**config.mk**
```make
export PLATFORM = sky130hd
export DESIGN_NAME = decode_stage
export DESIGN_NICKNAME = d
export VERILOG_FILES = /design/src/rtl/decode_stage.sv
export SDC_FILE = /design/constraint.sdc
export NUM_CORES = 1
export LEC_CHECK = 0
export BUFFER_PORTS_ARGS = -buffer_cell sky130_fd_sc_hd__buf_2
export CAP_MARGIN = 40
export CORE_ASPECT_RATIO = 0.7
export CORE_UTILIZATION = 51
export CTS_CLUSTER_SIZE = 10
export DETAILED_ROUTE_END_ITERATION = 8
export PLACE_DENSITY = 0.87
export RECOVER_POWER = 50
export SLEW_MARGIN = 15
export SYNTH_ARGS = -nofsm -noshare
export SYNTH_HDL_FRONTEND = slang
export SYNTH_SLANG_ARGS = --single-unit
```
**constraint.sdc**
```tcl
create_clock -name clk -period 2.23 [get_ports clk]
set_input_delay 0.446 -clock clk [delete_from_list [all_inputs] [get_ports clk]]
set_output_delay 0.446 -clock clk [all_outputs]
set_load 0.005 [all_outputs]
```
**src/rtl/decode_stage.sv**
```systemverilog
// Single-issue instruction decode stage: registered decode bundle behind a valid/ready
// handshake, a per-register pending-write scoreboard and a saturating illegal-opcode counter.
module decode_stage #(
  parameter int INSTR_W = 16,
  parameter int REG_AW  = 3,
  parameter int IMM_W   = 8,
  parameter int CNT_W   = 8
) (
  input  logic                      clk,
  input  logic                      rst_n,
  input  logic                      in_valid,
  output logic                      in_ready,
  input  logic [INSTR_W-1:0]        instruction,
  output logic                      out_valid,
  input  logic                      out_ready,
  output logic [2:0]                alu_op,
  output logic                      reg_write_enable,
  output logic [REG_AW-1:0]         dest_reg_sel,
  output logic [REG_AW-1:0]         src_reg1_sel,
  output logic [REG_AW-1:0]         src_reg2_sel,
  output logic                      load_immediate,
  output logic [IMM_W-1:0]          immediate_data,
  output logic                      illegal,
  input  logic                      wb_valid,
  input  logic [REG_AW-1:0]         wb_reg,
  output logic [(2**REG_AW)-1:0]    pending,
  output logic [CNT_W-1:0]          illegal_count,
  input  logic                      count_clear
);

  localparam int NUM_REGS = 2**REG_AW;
  localparam int DEST_MSB = INSTR_W - 4;
  localparam int SRC1_MSB = DEST_MSB - REG_AW;
  localparam int SRC2_MSB = SRC1_MSB - REG_AW;

  typedef struct packed {
    logic [2:0]        alu_op;
    logic              we;
    logic [REG_AW-1:0] dest;
    logic [REG_AW-1:0] src1;
    logic [REG_AW-1:0] src2;
    logic              ldi;
    logic [IMM_W-1:0]  imm;
    logic              ill;
  } bundle_t;

  function automatic logic [CNT_W-1:0] sat_inc(input logic [CNT_W-1:0] v);
    return (&v) ? v : v + CNT_W'(1);
  endfunction

  logic [2:0]        opcode;
  logic [REG_AW-1:0] f_dest, f_src1, f_src2;
  logic [IMM_W-1:0]  f_imm;
  bundle_t           dec;
  logic              writes, uses_src1, uses_src2, hazard, accept;

  bundle_t             bundle_q, bundle_d;
  logic                out_valid_q, out_valid_d;
  logic [NUM_REGS-1:0] pending_q, pending_d;
  logic [CNT_W-1:0]    illegal_count_q, illegal_count_d;

  assign opcode = instruction[INSTR_W-1 -: 3];
  assign f_dest = instruction[DEST_MSB -: REG_AW];
  assign f_src1 = instruction[SRC1_MSB -: REG_AW];
  assign f_src2 = instruction[SRC2_MSB -: REG_AW];
  assign f_imm  = instruction[IMM_W-1:0];

  always_comb begin
    dec = '0;
    case (opcode)
      3'b000, 3'b001, 3'b010, 3'b011: begin
        dec.alu_op = opcode;
        dec.we     = 1'b1;
        dec.dest   = f_dest;
        dec.src1   = f_src1;
        dec.src2   = f_src2;
      end
      3'b100: begin
        dec.alu_op = 3'b100;
        dec.we     = 1'b1;
        dec.dest   = f_dest;
        dec.src1   = f_src1;
      end
      3'b101: begin
        dec.ldi  = 1'b1;
        dec.we   = 1'b1;
        dec.dest = f_dest;
        dec.imm  = f_imm;
      end
      default: dec.ill = 1'b1;
    endcase
  end

  // Hazard looks only at the registered scoreboard, so a writeback this cycle cannot release it.
  assign writes    = (opcode <= 3'b101);
  assign uses_src1 = (opcode <= 3'b100);
  assign uses_src2 = (opcode <= 3'b011);
  assign hazard    = in_valid && ((writes    && pending_q[f_dest]) ||
                                  (uses_src1 && pending_q[f_src1]) ||
                                  (uses_src2 && pending_q[f_src2]));
  assign in_ready  = (!out_valid_q || out_ready) && !hazard;
  assign accept    = in_valid && in_ready;

  always_comb begin
    out_valid_d = out_valid_q;
    bundle_d    = bundle_q;
    if (accept) begin
      out_valid_d = 1'b1;
      bundle_d    = dec;
    end else if (out_ready) begin
      out_valid_d = 1'b0;
      bundle_d    = '0;
    end

    // Clear first so a same-cycle set on the same register wins.
    pending_d = pending_q;
    if (wb_valid)
      pending_d[wb_reg] = 1'b0;
    if (accept && dec.we)
      pending_d[dec.dest] = 1'b1;

    illegal_count_d = illegal_count_q;
    if (count_clear)
      illegal_count_d = '0;
    else if (accept && dec.ill)
      illegal_count_d = sat_inc(illegal_count_q);
  end

  always_ff @(posedge clk or negedge rst_n) begin
    if (!rst_n) begin
      out_valid_q     <= 1'b0;
      bundle_q        <= '0;
      pending_q       <= '0;
      illegal_count_q <= '0;
    end else begin
      out_valid_q     <= out_valid_d;
      bundle_q        <= bundle_d;
      pending_q       <= pending_d;
      illegal_count_q <= illegal_count_d;
    end
  end

  assign out_valid        = out_valid_q;
  assign alu_op           = bundle_q.alu_op;
  assign reg_write_enable = bundle_q.we;
  assign dest_reg_sel     = bundle_q.dest;
  assign src_reg1_sel     = bundle_q.src1;
  assign src_reg2_sel     = bundle_q.src2;
  assign load_immediate   = bundle_q.ldi;
  assign immediate_data   = bundle_q.imm;
  assign illegal          = bundle_q.ill;
  assign pending          = pending_q;
  assign illegal_count    = illegal_count_q;

endmodule

```
# == Yosys cells after proc, flatten, opt, wreduce, memory -nomap -nowiden ==
# Cells that the tools add are included.
# Widths: inputs -> output; s select.
# word_totals
reg_bits,40
in_bits,25
word_cells,79
# op_classes
n_addsub,1
magnitude_cmp,10
eq_ne,6
muxes,25
bitwise,3
reduce_logical,23
# op_table
cell,count
$mux 23,2
$mux 8,5
$lt 3x4->1 const B,5
$logic_and 1x1->1,10
$bmux 1 s3,3
$mux 9,1
$add 8x1->8 const B,1
$and 8x8->8,1
$mux 1,8
$not 8->8,1
$or 8x8->8,1
$reduce_and 8->1,1
$demux 1 s3,2
$eq 3x2->1 const B,2
$eq 3x3->1 const B,2
$ge 3x1->1 const B,2
$le 3x3->1 const B,2
$mux 3,2
$pmux 3 s2,1
$reduce_or 6->1,1
$reduce_or 5->1,1
$mux 4,1
$reduce_bool 2->1,2
$reduce_or 4->1,1
other kinds (7),10

# == Logic depth before layout (Yosys ltp) ==
# Gate-level depths: netlist of run 1.
# logic_depth
ltp_word,12
ltp_mapped,7
depth_no_buf,6

# == Worst setup path before layout of run 1 ==
# OpenSTA, ideal clock, no wires.
# synth_path
path_kind,in2out
from,input instruction[10]
to,output in_ready
t_arrival_ns,1.633
required_time_ns,1.784
setup_slack_ns,0.151
stages,6
cell_sequence,buf_2 > mux2i_1 > mux4_2 > o22ai_1 > a21o_1 > a21oi_1
# synth_via
elab_chain_cells,8
# synth_lines
element,line_no,source
start: declaration,13,"input logic [INSTR_W-1:0] instruction,"
$bmux 1 s3,98,assign hazard = in_valid && ((writes && pending_q[f_dest]) ||
$mux 1 (implied by the code),98,
$logic_and 1x1->1,98,
$logic_or 1x1->1,98,
$logic_or 1x1->1,99,(uses_src1 && pending_q[f_src1]) ||
$logic_and 1x1->1,98,
$logic_not 1->1,101,assign in_ready = (!out_valid_q || out_ready) && !hazard;
$logic_and 1x1->1,101,
end: declaration,12,"output logic in_ready,"
# Every way passes these cells. The select of a mux whose other input is x is not followed.

# == Worst setup path in the final report of run 1 ==
# layout_path
from,register pending_q[5] (netlist: pending[5])
to,output in_ready
# layout_via
elab_chain_cells,8
elab_cells_between_ends,14
cone_classes,6 x mux; 8 x reduce/logical
# layout_lines
element,line_no,source
start: declaration,59,"logic [NUM_REGS-1:0] pending_q, pending_d;"
start signal: assignment,138,pending_q <= pending_d;
$bmux 1 s3 (on tied branches),"98, 99",
$mux 1 (on tied branches),"98, 99",
$logic_and 1x1->1 (on tied branches),"98, 99",
$logic_or 1x1->1,98,
$logic_or 1x1->1 (*),99,
$logic_and 1x1->1 (*),98,
$logic_not 1->1 (*),101,
$logic_and 1x1->1 (*),101,
# Mark *: on every way between the ends. The rest lies on a longest branch, timed or not. The select of a mux whose other input is x is not followed.

==> summary.txt, run 1 <==
Run status
  – Outcome: finished, violations left
  – Failing checks: setup timing

Floorplan
  – Area of the die: 4554 um2
  – Row count: 19
  – Die Height: between 50 and 60 um
  – Starting density of the core: 54.38%
  – Ports: 66
  – Die W: 80.23 um
  – Core region area: 4018 um2

Synthesis
  – Mean post-synth cell area: 10.92 um2
  – Post-Syn Nets: 226
  – Mapped Area: 2185 um2
  – Seq/Total Area, Yosys: 45.82%
  – Synth warn: 0
  – Yosys reg bits: 40
  – Post-synth cell types: 38
  – Synth Instances: 200

Layout
  – Synth-to-Final Area Change: 30.18%
  – Layout cells sized above 1: 39.02%
  – Commonest non-fill, non-tap cell in the layout: buf_2
  – Most frequent cells in the layout: 64 x buf_2, 39 x dfrtp_1, 29 x nand2b_1
  – Multi-input gate area: 1136 um2
  – Filler cell count: 307
  – Nets: roughly 310
  – Fin util: between 70% and 80%
  – Register area: 1002 um2
  – Design Area, Final: 2844 um2
  – Non-filler instance count after layout: between 300 and 400
  – N_diodes: 0

Timing
  – Final worst path period need: 2398 ps
  – Final Cycle Share: 107.5%
  – RSZ-0062 raised after global routing: true
  – Fmax: 0.4170 GHz
  – Least-Margin Pin Slew: 1303 ps
  – Number of setup violations in the final report: 1
  – Final count of hold timing violations: 0
  – Hold Slack: 372.4 ps
  – Post-route setup slack: -168.2 ps
  – Setup Skew: 8.235 ps
  – Final Max Tran Viols: 0
  – Setup_tns: -168.2 ps
  – Slew HR: 13.15%

Power
  – Lkg Pwr: 1.390 nW
  – Clock Power Share: 19.2%
  – NetSw: 0.7652 mW
  – Switch share: 31.86%
  – Combinational Power Share: between 40% and 50%
  – Pwr/cell area: 844.4 nW/um2
  – Sequential Power Share: 40.0%
  – Final total power: 2.401 mW
  – IR Drop Worst-Case VDD: 500.0 uV
  – Power Internal: 1.636 mW

Setup path
  – Critical path capture point type: primary output
  – Slowest CP cell: mux4_2
  – R2r startpoint: pending[5]
  – Reg2reg setup slack: about 30 ps
  – Worst Path Arrival: just under 2000 ps
  – Required time worst endpoint: roughly 1800 ps
  – RR Endpoint: load_immediate
  – Cells on worst reg2reg path: 6
  – Critical path class: flop to primary output
  – Crit path buffers/inverters: 1
  – CP cell instances: mux2_2, mux4_2, a21o_1, a21oi_2, buf_2
  – Critical Path Start Type: flop
  – Largest delay contributor family on the critical path: multiplexers
  – CP max FO: 3
  – CP max stage delay: 470 ps

Min path
  – Hold/Removal Path Class: input port to flop
  – Worst Hold Launch: instruction[1]
  – Cells on Worst Hold Path: 3
  – Worst Hold End: immediate_data[1]

Global route
  – Initial antenna violation count: 0
  – Vias in the first global route: 1847
  – First-pass GRT wire length: 8852 um
  – Total global routing track utilization: roughly a quarter
  – Global route overflow: 0
  – Largest net degree at the start of global routing: 25

Clock tree
  – Clk slew on worst S/H paths: 70 ps
  – TritonCTS Buffers: 5
  – H-tree depth: 2
  – Longest Clk Path Bufs: 2
  – Clk_lat worst skew: 300 ps
  – CTS tree: done
  – Clk root buf: clkbuf_8
  – Clk sinks: 40

Routing
  – DRC viols: 0
  – Starting DRC count in detailed routing: 129
  – First-pass DRT Iterations: 4
  – Routed wire per std cell: approximately 16 um
  – Routed vias: 1951
  – WL final: roughly 5500 um
  – Post-route ant nets: 0
  – Vias per inst: 5.755

Placed design
  – Dpl ws: -177.9 ps
  – GPL Wtd Cong: approximately 0.94
  – I/O Buffers: 65
  – Dpl hpwl: 3789 um
  – Dpl cell area: roughly 2600 um2
  – Placed cell count: 318

Job
  – Max-Cap Viols: 0
[worst reg2reg max path: cells and delay by family, from the launching register on]
family | cells | cell delay (ps)
buf+inv | 2 | 320
compound gates | 1 | 270
mux | 3 | 1080
flops | 1 | 430
[how the worst max path moves through the flow]
stage | startpoint | cells after the start | slack [ps] | end
6_report | pending[5] | 5 | -170 | in_ready
5_1_grt | pending[5] | 6 | -260 | in_ready
4_1_cts | pending[5] | 6 | -140 | in_ready
3_5_place_dp | instruction[7] | 6 | -180 | in_ready
3_3_place_gp | instruction[7] | 6 | -140 | in_ready
2_1_floorplan | instruction[10] | 6 | 150 | in_ready
[logic make-up (layout without fill, tap and decap cells)]
kind of cell	count (synthesis)	count (layout)	share of synthesized area, %
XOR/XNOR	4	4	1.604
flip-flops	40	40	45.82
AND/OR/NAND/NOR	87	87	22.22
multiplexers	36	36	19.07
buffers and inverters	11	98	2.978
adder cells (fa/ha/maj)	1	1	0.5726
AO/OA/AOI/OAI	21	21	7.732
[state kept, by name, summed over array words and instances, names as in the netlist]
register,flops
src_reg2_sel,3
src_reg1_sel,3
out_valid,1
immediate_data,8
load_immediate,1
reg_write_enable,1
illegal,1
pending,8
dest_reg_sel,3
alu_op,3
illegal_count,8
[power groups by stage]
stage	Sequential [mW]	Clock, mW	Combinational, mW
5_1_grt	0.972	0.485	1.06
2_1_floorplan	0.967	0	0.440
3_3_place_gp	0.980	0	0.710
6_report	0.960	0.462	0.979
4_1_cts	0.954	0.466	0.859
3_5_place_dp	0.980	0	0.727
[metal layers]
layer | share of wire [%] | vias to the layer above | wire length [um] | GRT usage (%)
li1 | - | 889 | - | -
met1 | 45 | 953 | 2516 | 36.55
met2 | 45 | 99 | 2522 | 40.54
met3 | 7.5 | 10 | 418 | 5.366
met4 | 1.6 | 0 | 90 | 10.20
met5 | 0 | - | 0 | 0
[Yosys cell counts, drive strengths merged]
master,instances,share of area (%)
dfrtp,40,46
nand2b,29,8.3
mux2i,27,12
nand2,20,3.4
nor2,8,1.4
a32o,7,3.2
buf,6,2.1
mux2,5,2.6
nand3,5,1.1
nor3,5,1.1
a21oi,4,0.92
clkbuf,4,0.69
mux4,4,4.1
o21ai,4,0.92
xnor2,4,1.6
nand4b,3,1.2
nor3b,3,1.0
or3b,3,1.2
and2,2,0.57
nand4,2,0.57
nor2b,2,0.57
a211oi,1,0.92
a21o,1,0.34
a31o,1,0.40
and3,1,0.29
and3b,1,0.40
ha,1,0.57
inv,1,0.17
nor4b,1,0.40
o22ai,1,0.29
o31a,1,0.40
o31ai,1,0.34
or2,1,0.29
or3,1,0.29
[area by class of cell]
type | count | share of cell area [%]
multi-input cells | 149 | 39.95
clock inverters | 1 | 0.1760
clock buffers | 6 | 2.552
inverters | 1 | 0.1320
well taps | 52 | 2.288
flip-flops and latches | 40 | 35.24
repair buffers | 90 | 19.67
[timing repair]
action | CTS | global route
pin swaps | 2 | 3
hold buffers | 0 | 0
cloned | 0 | 2
buffers inserted | 9 | 4
endpoints found under the setup margin | 1 | 32
resized for setup | 3 | 4
Power figures use the tool's default switching activity.
==> inputs of run 2 (changes only) <==
--- a/config.mk
+++ b/config.mk
@@ -8,10 +8,10 @@
 export BUFFER_PORTS_ARGS = -buffer_cell sky130_fd_sc_hd__buf_2
 export CAP_MARGIN = 40
 export CORE_ASPECT_RATIO = 0.7
-export CORE_UTILIZATION = 51
+export CORE_UTILIZATION = 55
 export CTS_CLUSTER_SIZE = 10
 export DETAILED_ROUTE_END_ITERATION = 8
-export PLACE_DENSITY = 0.87
+export PLACE_DENSITY = 0.85
 export RECOVER_POWER = 50
 export SLEW_MARGIN = 15
 export SYNTH_ARGS = -nofsm -noshare
==> constraint.sdc (replaced) <==
create_clock -name clk -period 3 [get_ports clk]
set_input_delay 0.6 -clock clk [delete_from_list [all_inputs] [get_ports clk]]
set_output_delay 0.6 -clock clk [all_outputs]
set_load 0.005 [all_outputs]
==> run 2 against run 1 <==
  * The flow now finishes without violations
  * First-iteration DRC count is 31% lower
  * Sequential share of layout area is 2.5 points higher
  * Clock power up 3%
  * Die area shrank 7.1%
  * Non-clock buffer count decreased by 22
  * Clock skew is 5.2 ps lower
  * Final cell count shrank 6.8%
  * Sequential power fell by 24%
  * Critical path depth is 1 higher
  * Critical endpoint unchanged
  * Largest power group is now registers
  * Highest routed layer unchanged
==> summary.txt, run 2 (synthesized netlist as in run 1, its figures left out) <==
Setup path
  – Critical path capture point type: primary output
  – Reg2reg setup slack: 700 ps
  – Critical Path Start Type: input port
  – CP max FO: 6
  – Critical path class: input port to primary output
  – CP max stage delay: ~500 ps
  – RR Endpoint: alu_op[1]
  – Crit path buffers/inverters: 2
  – Largest delay contributor family on the critical path: multiplexers
  – CP cell instances: buf_2, mux2_2, mux4_2, a21o_1, a21oi_1, buf_2
  – Cells on worst reg2reg path: 5
  – Worst Path Arrival: 2130 ps
  – Critical path depth in cells: 6
  – R2r startpoint: pending[6]
  – Most frequent CP cell: buf_2
  – Required time worst endpoint: 2400 ps
  – Slowest CP cell: mux4_2

Layout
  – Design Area, Final: 2651 um2
  – Filler cell count: between 200 and 300
  – Multi-input gate area: around 1100 um2
  – N_diodes: 0
  – Nets: approximately 290
  – Most frequent cells in the layout: 61 x buf_2, 40 x dfrtp_1, 29 x nand2b_1
  – Register area: roughly 1000 um2
  – Commonest non-fill, non-tap cell in the layout: buf_2
  – Layout cells sized above 1: 31.95%
  – Synth-to-Final Area Change: 21.36%

Clock tree
  – Hold_buf cts: 0
  – Clk_lat worst skew: ~290 ps
  – H-tree depth: 2
  – CTS tree: done
  – Clk sinks: 40
  – Longest Clk Path Bufs: 2
  – # resized after CTS: 0
  – Setup Fix Bufs, Post-CTS: 0
  – Clk root buf: clkbuf_8
  – Clk slew on worst S/H paths: around 70 ps
  – TritonCTS Buffers: 5

Min path
  – Hold/Removal Path Class: input port to asynchronous set/reset pin

Routing
  – Post-route ant nets: 0
  – First-pass DRT Iterations: 4
  – Routed vias: 1808
  – Routed wire per std cell: 15.40 um
  – WL final: a little under 5000 um
  – Vias per inst: 5.722
  – Starting DRC count in detailed routing: 89
  – DRC viols: 0

Timing
  – Final worst path period need: ~2700 ps
  – Hold Slack: 367.2 ps
  – Final count of hold timing violations: 0
  – Setup_tns: 0 ps
  – Number of setup violations in the final report: 0
  – Setup Skew: 3.062 ps
  – Fmax: between 0.3 and 0.4 GHz
  – Final Max Tran Viols: 0
  – Final Cycle Share: between 90% and 100%
  – RSZ-0062 raised after global routing: false
  – Least-Margin Pin Slew: 1326 ps
  – Slew HR: 11.63%

Placed design
  – GPL Wtd Cong: 0.8138
  – Dpl hpwl: 3612 um
  – Dpl cell area: 2546 um2
  – I/O Buffers: 65

Floorplan
  – Ports: 66
  – Die Height: 54.73 um
  – Starting density of the core: between 50 and 60%
  – Core region area: 3649 um2
  – Area of the die: ~4200 um2
  – Row count: 18
  – Die W: 77.33 um

Global route
  – Vias in the first global route: around 1700
  – Total global routing track utilization: 25.17%
  – Largest net degree at the start of global routing: 26
  – Global route overflow: 0
  – Initial antenna violation count: 0
  – First-pass GRT wire length: 7921 um

Power
  – Power Internal: 1.193 mW
  – Pwr/cell area: between 600 and 700 nW/um2
  – IR Drop Worst-Case VDD: 427.4 uV
  – Sequential Power Share: 42.6%
  – Clock Power Share: 27.9%
  – Lkg Pwr: 1.273 nW
  – NetSw: 0.5104 mW
  – Switch share: 29.96%
  – Combinational Power Share: 29.5%

Run status
  – Outcome: complete, no violations

Job
  – Max-Cap Viols: 0
-- run 2: cell type report --
| type | count | area share [%] |
|---|---|---|
| clock inverter | 1 | 1.133 |
| timing repair buffer | 68 | 12.79 |
| clock buffer | 7 | 3.634 |
| inverter | 1 | 0.1416 |
| tap | 50 | 2.360 |
| sequential | 40 | 37.75 |
| multi-input combinational | 149 | 42.19 |
-- run 2: per-stage QoR --
stage	instances	worst slack, ps	power (mW)	util, %
after CTS	316	279.0	1.716	73.25
after global routing	316	230.7	1.790	72.67
after global placement	307	326.2	1.221	69.24
final	316	271.2	1.704	72.67
after detailed placement	308	277.6	1.238	69.79
after floorplan	200	613.0	1.046	-
-- run 2: how the worst max path moves through the flow --
stage / startpoint / endpoint / slack, ps
2_1_floorplan: instruction[10] / in_ready / 610
3_3_place_gp: instruction[7] / in_ready / 330
3_5_place_dp: instruction[7] / in_ready / 280
4_1_cts: instruction[7] / in_ready / 280
5_1_grt: instruction[7] / in_ready / 230
6_report: instruction[7] / in_ready / 270
-- run 2: power groups by stage --
stage,combinational (mW),clock (mW),sequential [mW]
floorplan,0.327,0,0.719
global placement,0.493,0,0.728
detailed placement,0.506,0,0.733
CTS,0.510,0.484,0.722
global route,0.545,0.509,0.736
finish,0.503,0.476,0.725
-- run 2: worst register-to-register path, delay by kind of cell (launching register included) --
| kind | cells | cell delay [ps] |
|---|---|---|
| mux | 3 | 1060 |
| buf+inv | 1 | 320 |
| compound gates | 1 | 410 |
| flops | 1 | 440 |
-- run 2: routing by layer --
| layer | global-route usage (%) | routed length [um] | up-vias |
|---|---|---|---|
| met2 | 39.82 | 2242 | 67 |
| met5 | 0 | 0 | - |
| met4 | 7.233 | 69 | 0 |
| met1 | 34.62 | 2262 | 891 |
| met3 | 6.833 | 290 | 9 |
| li1 | - | - | 841 |
